<file path="src/rtl/trap_if.sv">
// trap_if: CPU-side trap handshake between trap_sequencer (master) and the
// CPU control unit (slave).
interface trap_if;
  logic        trap_req;
  logic        trap_ack;
  logic        vector_valid;
  logic [15:0] vector;
  logic [2:0]  cause;
  logic        in_handler;
  logic        is_fault;
  logic        iret;

  modport master (
    output trap_req,
    output vector_valid,
    output vector,
    output cause,
    output in_handler,
    output is_fault,
    input  trap_ack,
    input  iret
  );

  modport slave (
    input  trap_req,
    input  vector_valid,
    input  vector,
    input  cause,
    input  in_handler,
    input  is_fault,
    output trap_ack,
    output iret
  );
endinterface

</file>
<file path="src/rtl/trap_sequencer.sv">
// trap_sequencer: picks the highest-priority eligible trap, hands it to the CPU,
// tracks handler residency and clears the encoder on return.
// Build macro NESTED_FAULT_EN: lets a fault preempt an interrupt handler one level deep.
module trap_sequencer #(
  parameter logic [15:0] VEC_BASE        = 16'h0100,
  parameter int unsigned VEC_STRIDE_LOG2 = 2
) (
  input  logic       clk,
  input  logic       reset,
  input  logic [7:0] pending,
  input  logic       irq_en,
  input  logic       mask_wr,
  input  logic [7:0] mask_data,
  trap_if.master     cpu,
  output logic [7:0] clr
);

  typedef enum logic [2:0] {
    ST_IDLE    = 3'd0,
    ST_REQ     = 3'd1,
    ST_VEC     = 3'd2,
    ST_HANDLER = 3'd3,
    ST_DONE    = 3'd4
  } state_t;

  state_t      state_r;
  logic [7:0]  mask_r;
  logic [7:0]  elig_s;
  logic [2:0]  sel_s;
  logic [2:0]  cause_r;
  logic        trap_req_r;
  logic        vector_valid_r;
  logic [15:0] vector_r;
  logic        in_handler_r;
  logic        is_fault_r;
  logic [7:0]  clr_r;
  logic        unused_mask_s;

`ifdef NESTED_FAULT_EN
  logic        nest_valid_r;
  logic [2:0]  nest_cause_r;
`endif

  function automatic logic [2:0] lowest_set(input logic [7:0] v);
    logic [2:0] idx;
    idx = 3'd0;
    for (int i = 7; i >= 0; i--) begin
      if (v[i]) idx = 3'(i);
    end
    return idx;
  endfunction

  function automatic logic [15:0] vector_of(input logic [2:0] c);
    logic [15:0] off;
    off = {13'd0, c} << VEC_STRIDE_LOG2;
    return VEC_BASE + off;
  endfunction

  // Eligibility: faults always eligible, interrupts gated by mask and irq_en.
  always_comb begin
    elig_s = {pending[7:2] & mask_r[7:2] & {6{irq_en}}, pending[1:0]};
    sel_s  = lowest_set(elig_s);
  end

  // Fault mask bits are kept for software readback symmetry but never gate anything.
  assign unused_mask_s = ^mask_r[1:0];

  // Mask register; a same-cycle selection sees the previous value.
  always_ff @(posedge clk) begin
    if (reset) begin
      mask_r <= 8'h00;
    end else if (mask_wr) begin
      mask_r <= mask_data;
    end
  end

  // Trap FSM with all CPU/encoder outputs registered.
  always_ff @(posedge clk) begin
    if (reset) begin
      state_r        <= ST_IDLE;
      cause_r        <= 3'd0;
      trap_req_r     <= 1'b0;
      vector_valid_r <= 1'b0;
      vector_r       <= 16'h0000;
      in_handler_r   <= 1'b0;
      is_fault_r     <= 1'b0;
      clr_r          <= 8'h00;
`ifdef NESTED_FAULT_EN
      nest_valid_r   <= 1'b0;
      nest_cause_r   <= 3'd0;
`endif
    end else begin
      case (state_r)
        ST_IDLE: begin
          clr_r <= 8'h00;
          if (elig_s != 8'h00) begin
            state_r    <= ST_REQ;
            trap_req_r <= 1'b1;
            cause_r    <= sel_s;
            is_fault_r <= (sel_s < 3'd2);
          end
        end
        ST_REQ: begin
          if (cpu.trap_ack) begin
            state_r        <= ST_VEC;
            trap_req_r     <= 1'b0;
            vector_valid_r <= 1'b1;
            vector_r       <= vector_of(cause_r);
            in_handler_r   <= 1'b1;
          end
        end
        ST_VEC: begin
          vector_valid_r <= 1'b0;
          state_r        <= ST_HANDLER;
        end
        ST_HANDLER: begin
          if (cpu.iret) begin
            state_r      <= ST_DONE;
            clr_r        <= 8'd1 << cause_r;
            in_handler_r <= 1'b0;
          end
`ifdef NESTED_FAULT_EN
          // Only an interrupt handler can be preempted, and only once.
          else if (!nest_valid_r && (cause_r >= 3'd2) && (elig_s[1:0] != 2'b00)) begin
            nest_valid_r <= 1'b1;
            nest_cause_r <= cause_r;
            cause_r      <= elig_s[0] ? 3'd0 : 3'd1;
            is_fault_r   <= 1'b1;
            trap_req_r   <= 1'b1;
            in_handler_r <= 1'b0;
            state_r      <= ST_REQ;
          end
`endif
        end
        ST_DONE: begin
          clr_r <= 8'h00;
`ifdef NESTED_FAULT_EN
          if (nest_valid_r) begin
            state_r      <= ST_HANDLER;
            cause_r      <= nest_cause_r;
            is_fault_r   <= (nest_cause_r < 3'd2);
            in_handler_r <= 1'b1;
            nest_valid_r <= 1'b0;
          end else begin
            state_r    <= ST_IDLE;
            is_fault_r <= 1'b0;
          end
`else
          state_r    <= ST_IDLE;
          is_fault_r <= 1'b0;
`endif
        end
        default: begin
          state_r        <= ST_IDLE;
          trap_req_r     <= 1'b0;
          vector_valid_r <= 1'b0;
          in_handler_r   <= 1'b0;
          is_fault_r     <= 1'b0;
          clr_r          <= 8'h00;
        end
      endcase
    end
  end

  assign cpu.trap_req     = trap_req_r;
  assign cpu.vector_valid = vector_valid_r;
  assign cpu.vector       = vector_r;
  assign cpu.cause        = cause_r;
  assign cpu.in_handler   = in_handler_r;
  assign cpu.is_fault     = is_fault_r;
  assign clr              = clr_r;

endmodule

</file>
<file path="src/flat_wrapper.sv">
// flat-port wrapper written by rule: the top's interface ports become plain ports
module trap_sequencer_flat 
#(
  parameter logic [15:0] VEC_BASE        = 16'h0100,
  parameter int unsigned VEC_STRIDE_LOG2 = 2
)
  (clk, reset, pending, irq_en, mask_wr, mask_data, clr, cpu_trap_req, cpu_vector_valid, cpu_vector, cpu_cause, cpu_in_handler, cpu_is_fault, cpu_trap_ack, cpu_iret);
  trap_if cpu_i ();
  input  logic clk;
  input  logic reset;
  input  logic [7:0] pending;
  input  logic irq_en;
  input  logic mask_wr;
  input  logic [7:0] mask_data;
  output logic [7:0] clr;
  output wire logic [$bits(cpu_i.trap_req)-1:0] cpu_trap_req;
  output wire logic [$bits(cpu_i.vector_valid)-1:0] cpu_vector_valid;
  output wire logic [$bits(cpu_i.vector)-1:0] cpu_vector;
  output wire logic [$bits(cpu_i.cause)-1:0] cpu_cause;
  output wire logic [$bits(cpu_i.in_handler)-1:0] cpu_in_handler;
  output wire logic [$bits(cpu_i.is_fault)-1:0] cpu_is_fault;
  input wire logic [$bits(cpu_i.trap_ack)-1:0] cpu_trap_ack;
  input wire logic [$bits(cpu_i.iret)-1:0] cpu_iret;
  assign cpu_trap_req = cpu_i.trap_req;
  assign cpu_vector_valid = cpu_i.vector_valid;
  assign cpu_vector = cpu_i.vector;
  assign cpu_cause = cpu_i.cause;
  assign cpu_in_handler = cpu_i.in_handler;
  assign cpu_is_fault = cpu_i.is_fault;
  assign cpu_i.trap_ack = cpu_trap_ack;
  assign cpu_i.iret = cpu_iret;
  trap_sequencer #(.VEC_BASE(VEC_BASE), .VEC_STRIDE_LOG2(VEC_STRIDE_LOG2)) u_core (.clk(clk), .reset(reset), .pending(pending), .irq_en(irq_en), .mask_wr(mask_wr), .mask_data(mask_data), .cpu(cpu_i), .clr(clr));
endmodule
</file>
<file path="config.mk">
export PLATFORM = sky130hd
export DESIGN_NAME = trap_sequencer_flat
export DESIGN_NICKNAME = d
export VERILOG_FILES = /design/src/rtl/trap_if.sv /design/src/rtl/trap_sequencer.sv /design/src/flat_wrapper.sv
export SDC_FILE = /design/constraint.sdc
export NUM_CORES = 1
export LEC_CHECK = 0
export ABC_AREA = 0
export CELL_PAD_IN_SITES_DETAIL_PLACEMENT = 0
export CELL_PAD_IN_SITES_GLOBAL_PLACEMENT = 1
export CORE_MARGIN = 3
export CORE_UTILIZATION = 41
export DETAILED_ROUTE_END_ITERATION = 16
export DONT_BUFFER_PORTS = 1
export PLACE_DENSITY_LB_ADDON = 0.12
export SLEW_MARGIN = 10
export SYNTH_ARGS = -nofsm -noshare
export SYNTH_HDL_FRONTEND = slang
export SYNTH_SLANG_ARGS = --single-unit
</file>
<file path="constraint.sdc">
create_clock -name clk -period 1.8 [get_ports clk]
set_input_delay 0.27 -clock clk [delete_from_list [all_inputs] [get_ports clk]]
set_output_delay 0.27 -clock clk [all_outputs]
set_load 0.01 [all_outputs]
</file>
==> reports/qor.yml, run 1 <==
drt:
  viasPerCell: 5.35
  drc: 0
  vias: 1033
  wl_per_cell_um: 14.4
  drtPass1Iterations: 4
  ant_nets: 0
  wl_mm: 2.79
  drtIter0Drc: 34
setup_path:
  critPathBufInv: 0
  endpoint_kind: "flip-flop"
  worst_ep_required_time_ns: 2.07
  critPathTopFamily: "simple AND/OR/NAND/NOR gates"
  critPathKind: "reg -> reg"
  cp_max_fo: 9
  slowest_delay_ns: 0.60
  path_cells: "nand2_1, nor3_1, a32oi_1, nor2_1"
  critPathSlowestCell: "dfxtp_1"
  cp.arrival_ns: 1.79
  cp-start-kind: "flip-flop"
yosys:
  syn-instance-count: 153
  ys_top_cells_by_count: "dfxtp_1 (28), nor2_1 (23), buf_4 (12)"
  synth-seq-cells: 28
  synth_top_area_frac: 0.416
  synthArstFlopShare: 0
  yosys.area.top_type: "dfxtp_1"
  ys_seq_area_frac: 0.416
  synth_edf_count: 0
  synth_area_leaders: "dfxtp_1 (42%), mux2i_1 (6.7%), buf_4 (6.7%)"
  yosysWarnings: 0
  avgSynthCellArea_um2: 8.82
  synth_area_mm2: 0.00135
  synth_most_common_cell: "dfxtp_1"
  post_synth_num_cell_types: 36
  yosys_most_used_dff: "dfxtp_1"
sta:
  grt_setup_unrepaired: "no"
  min_period_ns: 1.51
  fin_skew_ns: 0.00768
  setup_violations: 0
  slew_viol_final: 0
  worst_pin_slew_ns: 0.947
  slew-limit-headroom: 0.366
  timing.final.crit_share: 0.840
  clock.fmax_mhz: 661
  tns_ns: 0
  hold_viol: 0
clock_tree:
  numClockSinks: 28
  cts_resized: 0
  path_clk_slew_ns: 0.16
  cts-buffers-inserted: 3
  cts_tree: "yes"
  clk_latency_ns: 0.33
  htree_levels: 1
  clock_tree.buffer_depth: 2
  cts_root_buf: "clkbuf_4"
pwr:
  total_power_uw: 1270
  p_per_area_mw_per_mm2: 924
  ir_worst_vdd_mv: 0.289
  p_leak_uw: 0.000517
outcome:
  status: "completed"
floorplanning:
  die_h_um: 63.4
  initial_utilization: 0.435
  die_w_um: 63.4
  io_pins: 53
  die_area_mm2: 0.00401
  fp.coreArea_mm2: 0.00310
  num_rows: 20
final_layout:
  insertedDiodeCount: 0
  final.fill_count: 323
  final_area_mm2: 0.00137
  drive_above_1_share: 0.0805
  syn_to_final_growth_pct: 1.67
  finish.net_count: 172
grt:
  grt_max_degree: 26
  grt_pass1_wl_mm: 4.72
  grt_pass1_vias: 989
  grt.overflow.total: 0
  gr-usage-all-layers: 0.146
  antenna_found_initial: 0
place:
  place_area_mm2: 0.00131
  io_buffer_count: 0
  dp_hpwl_mm: 2.04
  gp_congestion: 0.730
job:
  drv_cap: 0
hold_path:
  min_path_type: "in -> reg"
[worst paths after layout]
kind	start	endpoint	slack (ns)	cells past startpoint
min reg2reg	u_core.cpu.vector_valid	u_core.cpu.vector_valid	0.53	2
min	cpu_iret	u_core.state_r[2]	0.07	2
max reg2reg	u_core.state_r[1]	u_core.clr[5]	0.29	4
max	u_core.state_r[1]	u_core.clr[5]	0.29	4
[power by group]
| part | switching, µW | internal (µW) | total, µW |
|---|---|---|---|
| Sequential | 46.0 | 649 | 695 |
| Combinational | 91.5 | 65.8 | 157 |
| Clock | 190 | 225 | 415 |
[registers in the layout, summed over array words and instances (netlist names)]
name                     flops
u_core.clr                   8
u_core.cpu.in_handler        1
u_core.cpu.vector_valid      1
u_core.cpu.cause             3
u_core.state_r               3
u_core.mask_r                6
u_core.cpu.vector            4
u_core.cpu.trap_req          1
u_core.cpu.is_fault          1
[through the flow]
stage	util	setup WS, ns	std cells	hold WS [ns]
after floorplan	-	0.504	164	0.417
after CTS	0.442	0.296	193	0.0596
after detailed placement	0.422	0.348	188	0.344
after global routing	0.442	0.123	193	0.0686
after global placement	0.422	0.359	188	0.343
final	0.442	0.287	193	0.0681
[timing repair]
| item | CTS | global route |
|---|---|---|
| hold buffers | 1 | 0 |
| buffers inserted | 0 | 0 |
| hold endpoints to repair | 25 | 0 |
[area by class of cell]
class / instances / area [µm²] / area share
tap: 44 / 55.1 / 0.0401
clock buffer: 3 / 22.5 / 0.0164
inverter: 4 / 15.0 / 0.0109
multi-input combinational: 112 / 678 / 0.495
clock inverter: 1 / 30.0 / 0.0219
timing repair buffer: 1 / 10.0 / 0.00730
sequential: 28 / 561 / 0.409
[layout by cell type, fill, tap and decap left out, types with 4 or more instances in the layout]
| cell type | Yosys | routed |
|---|---|---|
| nor3_1 | 6 | 6 |
| a22oi_1 | 8 | 8 |
| o21ai_0 | 5 | 5 |
| a21oi_1 | 9 | 9 |
| nor2_1 | 23 | 23 |
| nand2_1 | 6 | 6 |
| inv_1 | 4 | 4 |
| conb_1 | 1 | 12 |
| dfxtp_1 | 28 | 28 |
| mux2i_1 | 9 | 9 |
[per-layer routing]
layer	wire, µm	vias up	global-route usage
met5	0	-	0
met3	214	2	0.0499
li1	-	514	-
met4	15	0	0.0404
met1	1210	487	0.178
met2	1350	30	0.244
[cell families (layout without fill, tap and decap cells)]
group / count (synthesis) / in the layout / synth area share
AO/OA/AOI/OAI: 37 / 37 / 0.186
buffers and inverters: 24 / 9 / 0.112
multiplexers: 9 / 9 / 0.0668
AND/OR/NAND/NOR: 54 / 54 / 0.217
flip-flops: 28 / 28 / 0.416
other: 1 / 12 / 0.00278
Note: power is estimated with default switching activity, not from simulation.
==> run 2: changes to the inputs <==
clock period = 1.4 ns   (was 1.8 ns; I/O delays follow)
==> run 2 against run 1 <==
Against the previous run:
- the flow now finishes with violations (hold timing)
- setup slack got worse by 0.24 ns
- die area did not move
- routed wire length is 4.5% higher
- sequential power up 28%
- non-clock buffer count rose by 18
- via count up 6.4%
- critical path depth shrank 1
- clock skew shrank 0.0049 ns
- critical path type unchanged
- critical endpoint is now u_core.state_r[2]
- largest cell class unchanged
==> reports/qor.yml, run 2 (synthesis gave the netlist of run 1 again) <==
outcome:
  status: "finished with violations"
  violations: "hold timing"
pwr:
  p_leak_uw: 0.000620  # +20%
  p_sw_uw: 426  # +30%
  p_per_area_mw_per_mm2: 1090  # +18%
  power_frac_clock: 0.319  # -0.009
  ir_worst_vdd_mv: 0.399  # +38%
  netSwitchingFraction: 0.254  # -0.00470
  seq_power_share: 0.529  # -0.019
  internal_power_uw: 1250  # +33%
  pwr-share-comb: 0.152  # +0.028
final_layout:
  layout_common_cells: "dfxtp_1 (25), nor2_1 (23), conb_1 (12), buf_4 (12), mux2i_1 (9)"
  syn_to_final_growth_pct: 13.9
  final_core_utilization: 0.495  # +0.0532
  final_common_cell: "dfxtp_1"
  insertedDiodeCount: 0  # unchanged
  largest_reg_flops: 8  # unchanged
  drive_above_1_share: 0.174  # +0.0931
  finish.net_count: 190  # +10%
sta:
  hold_viol: 18  # +18
  timing.final.crit_share: 0.963  # +0.122
  whs_ns: -0.0777  # -0.146 ns
  setup_violations: 0  # unchanged
  min_period_ns: 1.35  # -0.165 ns
  slew_viol_final: 0  # unchanged
  fin_skew_ns: 0.00277  # -0.00491 ns
  clock.fmax_mhz: 742  # +12%
clock_tree:
  clk_latency_ns: 0.33  # about the same
  cts_tree: "yes"
  path_clk_slew_ns: 0.15  # about the same
  numClockSinks: 28  # unchanged
  cts_root_buf: "clkbuf_4"
  htree_levels: 1  # unchanged
  cts-buffers-inserted: 3  # unchanged
  clock_tree.buffer_depth: 2  # unchanged
setup_path:
  r2r_start: "u_core.state_r[1]"
  critPathKind: "reg -> reg"
  slowest_delay_ns: 0.56  # -0.04 ns
  worst_ep_required_time_ns: 1.68  # -0.39 ns
  cp-endpoint: "u_core.state_r[2]"
  r2r-end: "u_core.state_r[2]"
  cp-start-kind: "flip-flop"
  cp-startpoint: "u_core.state_r[1]"
  cp.arrival_ns: 1.63  # -0.16 ns
  critPathSlowestCell: "dlygate4sd3_1"
  worst-r2r-setup-slack_ns: 0.05  # -0.24 ns
  endpoint_kind: "flip-flop"
  cp_max_fo: 7  # -2
  path_cells: "nand2_1, nor3_1, dlygate4sd3_1"
  r2r_cells: 3  # -1
floorplanning:
  io_pins: 53  # unchanged
  fp.coreArea_mm2: 0.00310  # unchanged
  num_rows: 20  # unchanged
  die_w_um: 63.4  # unchanged
  die_h_um: 63.4  # unchanged
  die_area_mm2: 0.00401  # unchanged
  initial_utilization: 0.435  # unchanged
drt:
  wl_per_cell_um: 13.8  # -4.4%
  wl_met1_mm: 1.30  # +7.5%
  drc: 0  # unchanged
  ant_nets: 0  # unchanged
  wl_met3_um: 203  # -5.1%
  drtPass1Iterations: 4  # unchanged
  vias: 1099  # +6.4%
  viasPerCell: 5.21  # -2.7%
  wl_mm: 2.91  # +4.5%
  top_layer_used: "met4"
  drtIter0Drc: 43  # +26%
  met2WireLength_mm: 1.38  # +2.4%
place:
  io_buffer_count: 0  # unchanged
  dp_hpwl_mm: 2.12  # +4.0%
  gp_congestion: 0.772  # +5.8%
grt:
  antenna_found_initial: 0  # unchanged
  grt_pass1_vias: 1039  # +5.1%
  grt_pass1_wl_mm: 4.80  # +1.8%
  gr-usage-all-layers: 0.149  # +0.00235
  grt_max_degree: 29  # +12%
  grt.overflow.total: 0  # unchanged
job:
  drv_cap: 0  # unchanged
hold_path:
  min_path_type: "in -> reg"
[run 2: changes by cell type in the layout (fill, tap and decap cells not counted), sizes merged]
cell | before | now
dlygate4sd3 | 1 | 7
buf | 0 | 12
[run 2: per-layer routing]
| layer | global-route usage | up-vias |
|---|---|---|
| met4 | 0.0566 | 0 |
| met1 | 0.180 | 512 |
| met5 | 0 | - |
| met2 | 0.249 | 33 |
| li1 | - | 550 |
| met3 | 0.0410 | 4 |
[run 2: worst min-delay path by stage]
| stage | to | cells past startpoint | start |
|---|---|---|---|
| CTS | u_core.cpu.vector_valid | 1 | reset |
| detailed placement | u_core.cpu.vector_valid | 1 | reset |
| finish | u_core.state_r[1] | 1 | reset |
| floorplan | u_core.mask_r[2] | 2 | mask_data[2] |
| global route | u_core.cpu.vector_valid | 1 | reset |
| global placement | u_core.cpu.in_handler | 1 | reset |
[run 2: cell type report]
| type | count | area, µm² |
|---|---|---|
| fill | 319 | 1570 |
| clock inverter | 1 | 30.0 |
| sequential | 28 | 567 |
| tap | 44 | 55.1 |
| inverter | 4 | 15.0 |
| timing repair buffer | 19 | 160 |
| clock buffer | 3 | 22.5 |
| multi-input combinational | 112 | 687 |
[run 2: stage by stage]
stage / power, µW / worst slack [ns] / instance area, µm² / TNS, ns / instances
finish: 1680 / 0.0522 / 1540 / 0 / 211
global placement: 1130 / -0.00746 / 1390 / -0.00746 / 199
global route: 1770 / -0.0114 / 1540 / -0.0114 / 211
CTS: 1690 / 0.0260 / 1510 / 0 / 209
floorplan: 1120 / 0.104 / 1390 / 0 / 164
detailed placement: 1140 / -0.0330 / 1390 / -0.0330 / 199
[run 2: power by group through the flow]
stage	clock network [µW]	logic (µW)	registers [µW]
floorplan	0	231	884
global placement	0	227	903
detailed placement	0	230	905
CTS	552	246	888
global route	596	285	894
finish	536	256	888
[run 2: repair_timing]
action,CTS,global route
pin swaps,0,1
hold endpoints to repair,25,19
hold buffers,6,1
buffers inserted,0,1
resized for setup,2,4
endpoints found under the setup margin,6,9
[run 2: critical path: cells and delay by family (launching register included)]
family | cells | cell delay [ns]
flops | 1 | 0.46
buf+inv | 1 | 0.56
simple gates | 2 | 0.27
==> run 3: changes to the inputs <==
==> constraint.sdc (replaced) <==
create_clock -name clk -period 1.4 [get_ports clk]
set_input_delay 0.28 -clock clk [delete_from_list [all_inputs] [get_ports clk]]
set_output_delay 0.28 -clock clk [all_outputs]
set_load 0.01 [all_outputs]
==> run 3 against run 2 <==
Against the previous run:
- the flow now finishes without violations
- sequential cell count is the same
- clock skew increased by 0.0039 ns
- non-clock buffer count is 1 lower
- setup slack got worse by 0.018 ns
- die area did not move
- final area up 0.49%
- power up 1.2%
- global-route usage rose by 0.89 points
==> reports/qor.yml, run 3 (synthesis gave the netlist of run 1 again) <==
clock_tree:
  numClockSinks: 28  # unchanged
  clk_latency_ns: 0.34  # about the same
  path_clk_slew_ns: 0.16  # about the same
  cts_root_buf: "clkbuf_4"
  cts_tree: "yes"
  htree_levels: 1  # unchanged
  cts-buffers-inserted: 3  # unchanged
  cts_setup_buffers: 0  # unchanged
  clock_tree.buffer_depth: 2  # unchanged
drt:
  viasPerCell: 5.31  # +2.0%
  vias: 1116  # +1.5%
  drc: 0  # unchanged
  ant_nets: 0  # unchanged
  wl_mm: 3.02  # +3.6%
  wl_per_cell_um: 14.4  # +4.1%
  drtPass1Iterations: 4  # unchanged
  drtIter0Drc: 52  # +21%
pwr:
  total_power_uw: 1700  # +1.2%
  p_leak_uw: 0.000619  # -0.20%
  p_per_area_mw_per_mm2: 1100  # +0.68%
  internal_power_uw: 1250  # about the same
  power_frac_clock: 0.320  # about the same
  pwr-share-comb: 0.158  # +0.006
  seq_power_share: 0.523  # -0.006
  netSwitchingFraction: 0.262  # +0.00829
  p_sw_uw: 445  # +4.5%
  ir_worst_vdd_mv: 0.509  # +27%
grt:
  grt_pass1_vias: 1112  # +7.0%
  grt.overflow.total: 0  # unchanged
  grt_max_degree: 20  # -31%
  antenna_found_initial: 0  # unchanged
  grt_pass1_wl_mm: 5.08  # +5.7%
  gr-usage-all-layers: 0.158  # +0.00890
sta:
  timing.final.crit_share: 0.975  # +0.0126
  grt_setup_unrepaired: "yes"
  worst_pin_slew_ns: 0.709
  slew-limit-headroom: 0.526
  hold_viol: 0  # -18
  setup_violations: 0  # unchanged
  fin_skew_ns: 0.00665  # +0.00388 ns
  clock.fmax_mhz: 732  # -1.3%
  min_period_ns: 1.37  # +0.0176 ns
  whs_ns: 0.101  # +0.179 ns
  slew_viol_final: 0  # unchanged
floorplanning:
  num_rows: 20  # unchanged
  die_w_um: 63.4  # unchanged
  fp.coreArea_mm2: 0.00310  # unchanged
  io_pins: 53  # unchanged
  die_area_mm2: 0.00401  # unchanged
  die_h_um: 63.4  # unchanged
  initial_utilization: 0.435  # unchanged
setup_path:
  critPathKind: "reg -> reg"
  cp.arrival_ns: 1.57  # -0.06 ns
  endpoint_kind: "flip-flop"
  cp-start-kind: "flip-flop"
  worst_ep_required_time_ns: 1.61  # -0.07 ns
  cp_max_fo: 3  # -4
place:
  dp_hpwl_mm: 2.13  # +0.32%
  io_buffer_count: 0  # unchanged
  placedCellCount: 199  # unchanged
  gp_congestion: 0.774  # +0.27%
  place_area_mm2: 0.00139  # unchanged
final_layout:
  finalNonFillerCells: 210  # -0.47%
  finish.net_count: 189  # -0.53%
  largest_reg_flops: 8  # unchanged
  multiInputGateArea_um2: 701  # +2.0%
  final.fill_count: 322  # +0.94%
  syn_to_final_growth_pct: 14.5
  insertedDiodeCount: 0  # unchanged
  final_core_utilization: 0.498  # +0.00242
  area.sequential_um2: 564  # -0.44%
  layout_common_cells: "dfxtp_1 (25), nor2_1 (23), conb_1 (12)"
  final_area_mm2: 0.00154  # +0.49%
  final_common_cell: "dfxtp_1"
  drive_above_1_share: 0.175  # +0.00105
outcome:
  status: "completed"
job:
  drv_cap: 0  # unchanged
hold_path:
  min_path_type: "in -> reg"
run 3: area by class of cell:
| cell class | instances | share of cell area |
|---|---|---|
| inverter | 4 | 0.00972 |
| clock inverter | 1 | 0.0194 |
| multi-input combinational | 112 | 0.454 |
| tap | 44 | 0.0357 |
| clock buffer | 3 | 0.0146 |
| sequential | 28 | 0.365 |
| timing repair buffer | 18 | 0.101 |
run 3: timing repair:
item	in CTS	in global routing
pin swaps	0	3
hold buffers	7	0
resized for setup	2	6
hold endpoints to repair	25	0
endpoints found under the setup margin	4	13
run 3: final timing paths:
path | from | end | slack, ns | cells past startpoint
setup / recovery | u_core.mask_r[6] | u_core.cpu.trap_req | 0.03 | 4
hold / removal | pending[0] | u_core.cpu.cause[0] | 0.10 | 2
setup reg to reg | u_core.mask_r[6] | u_core.cpu.trap_req | 0.03 | 4
hold reg to reg | u_core.cpu.cause[2] | u_core.cpu.cause[2] | 0.53 | 2
run 3: power groups by stage:
stage	Clock, µW	Sequential [µW]	Combinational, µW
after floorplan	0	884	231
after global placement	0	903	227
after detailed placement	0	905	231
after CTS	556	888	257
after global routing	599	896	299
final	544	888	268
run 3: worst max-delay path, cell delays in order, from the launching register on:
cell and delay (ns):
dfxtp_2 0.36, a22o_4 0.27, or3_1 0.36, a21oi_2 0.15, a221oi_1 0.10
run 3: metrics by stage:
stage / worst slack, ns / setup TNS [ns]
after floorplan: 0.104 / 0
after global placement: -0.0212 / -0.0212
final: 0.0346 / 0
after global routing: -0.00492 / -0.00815
after detailed placement: -0.0634 / -0.0790
after CTS: 0.00238 / 0
run 3: layer usage:
metal / vias to the layer above / GRT usage / routed length (µm)
li1: 544 / - / -
met1: 526 / 0.173 / 1290
met2: 41 / 0.278 / 1440
met3: 5 / 0.0517 / 241
met4: 0 / 0.0620 / 42
met5: - / 0 / 0
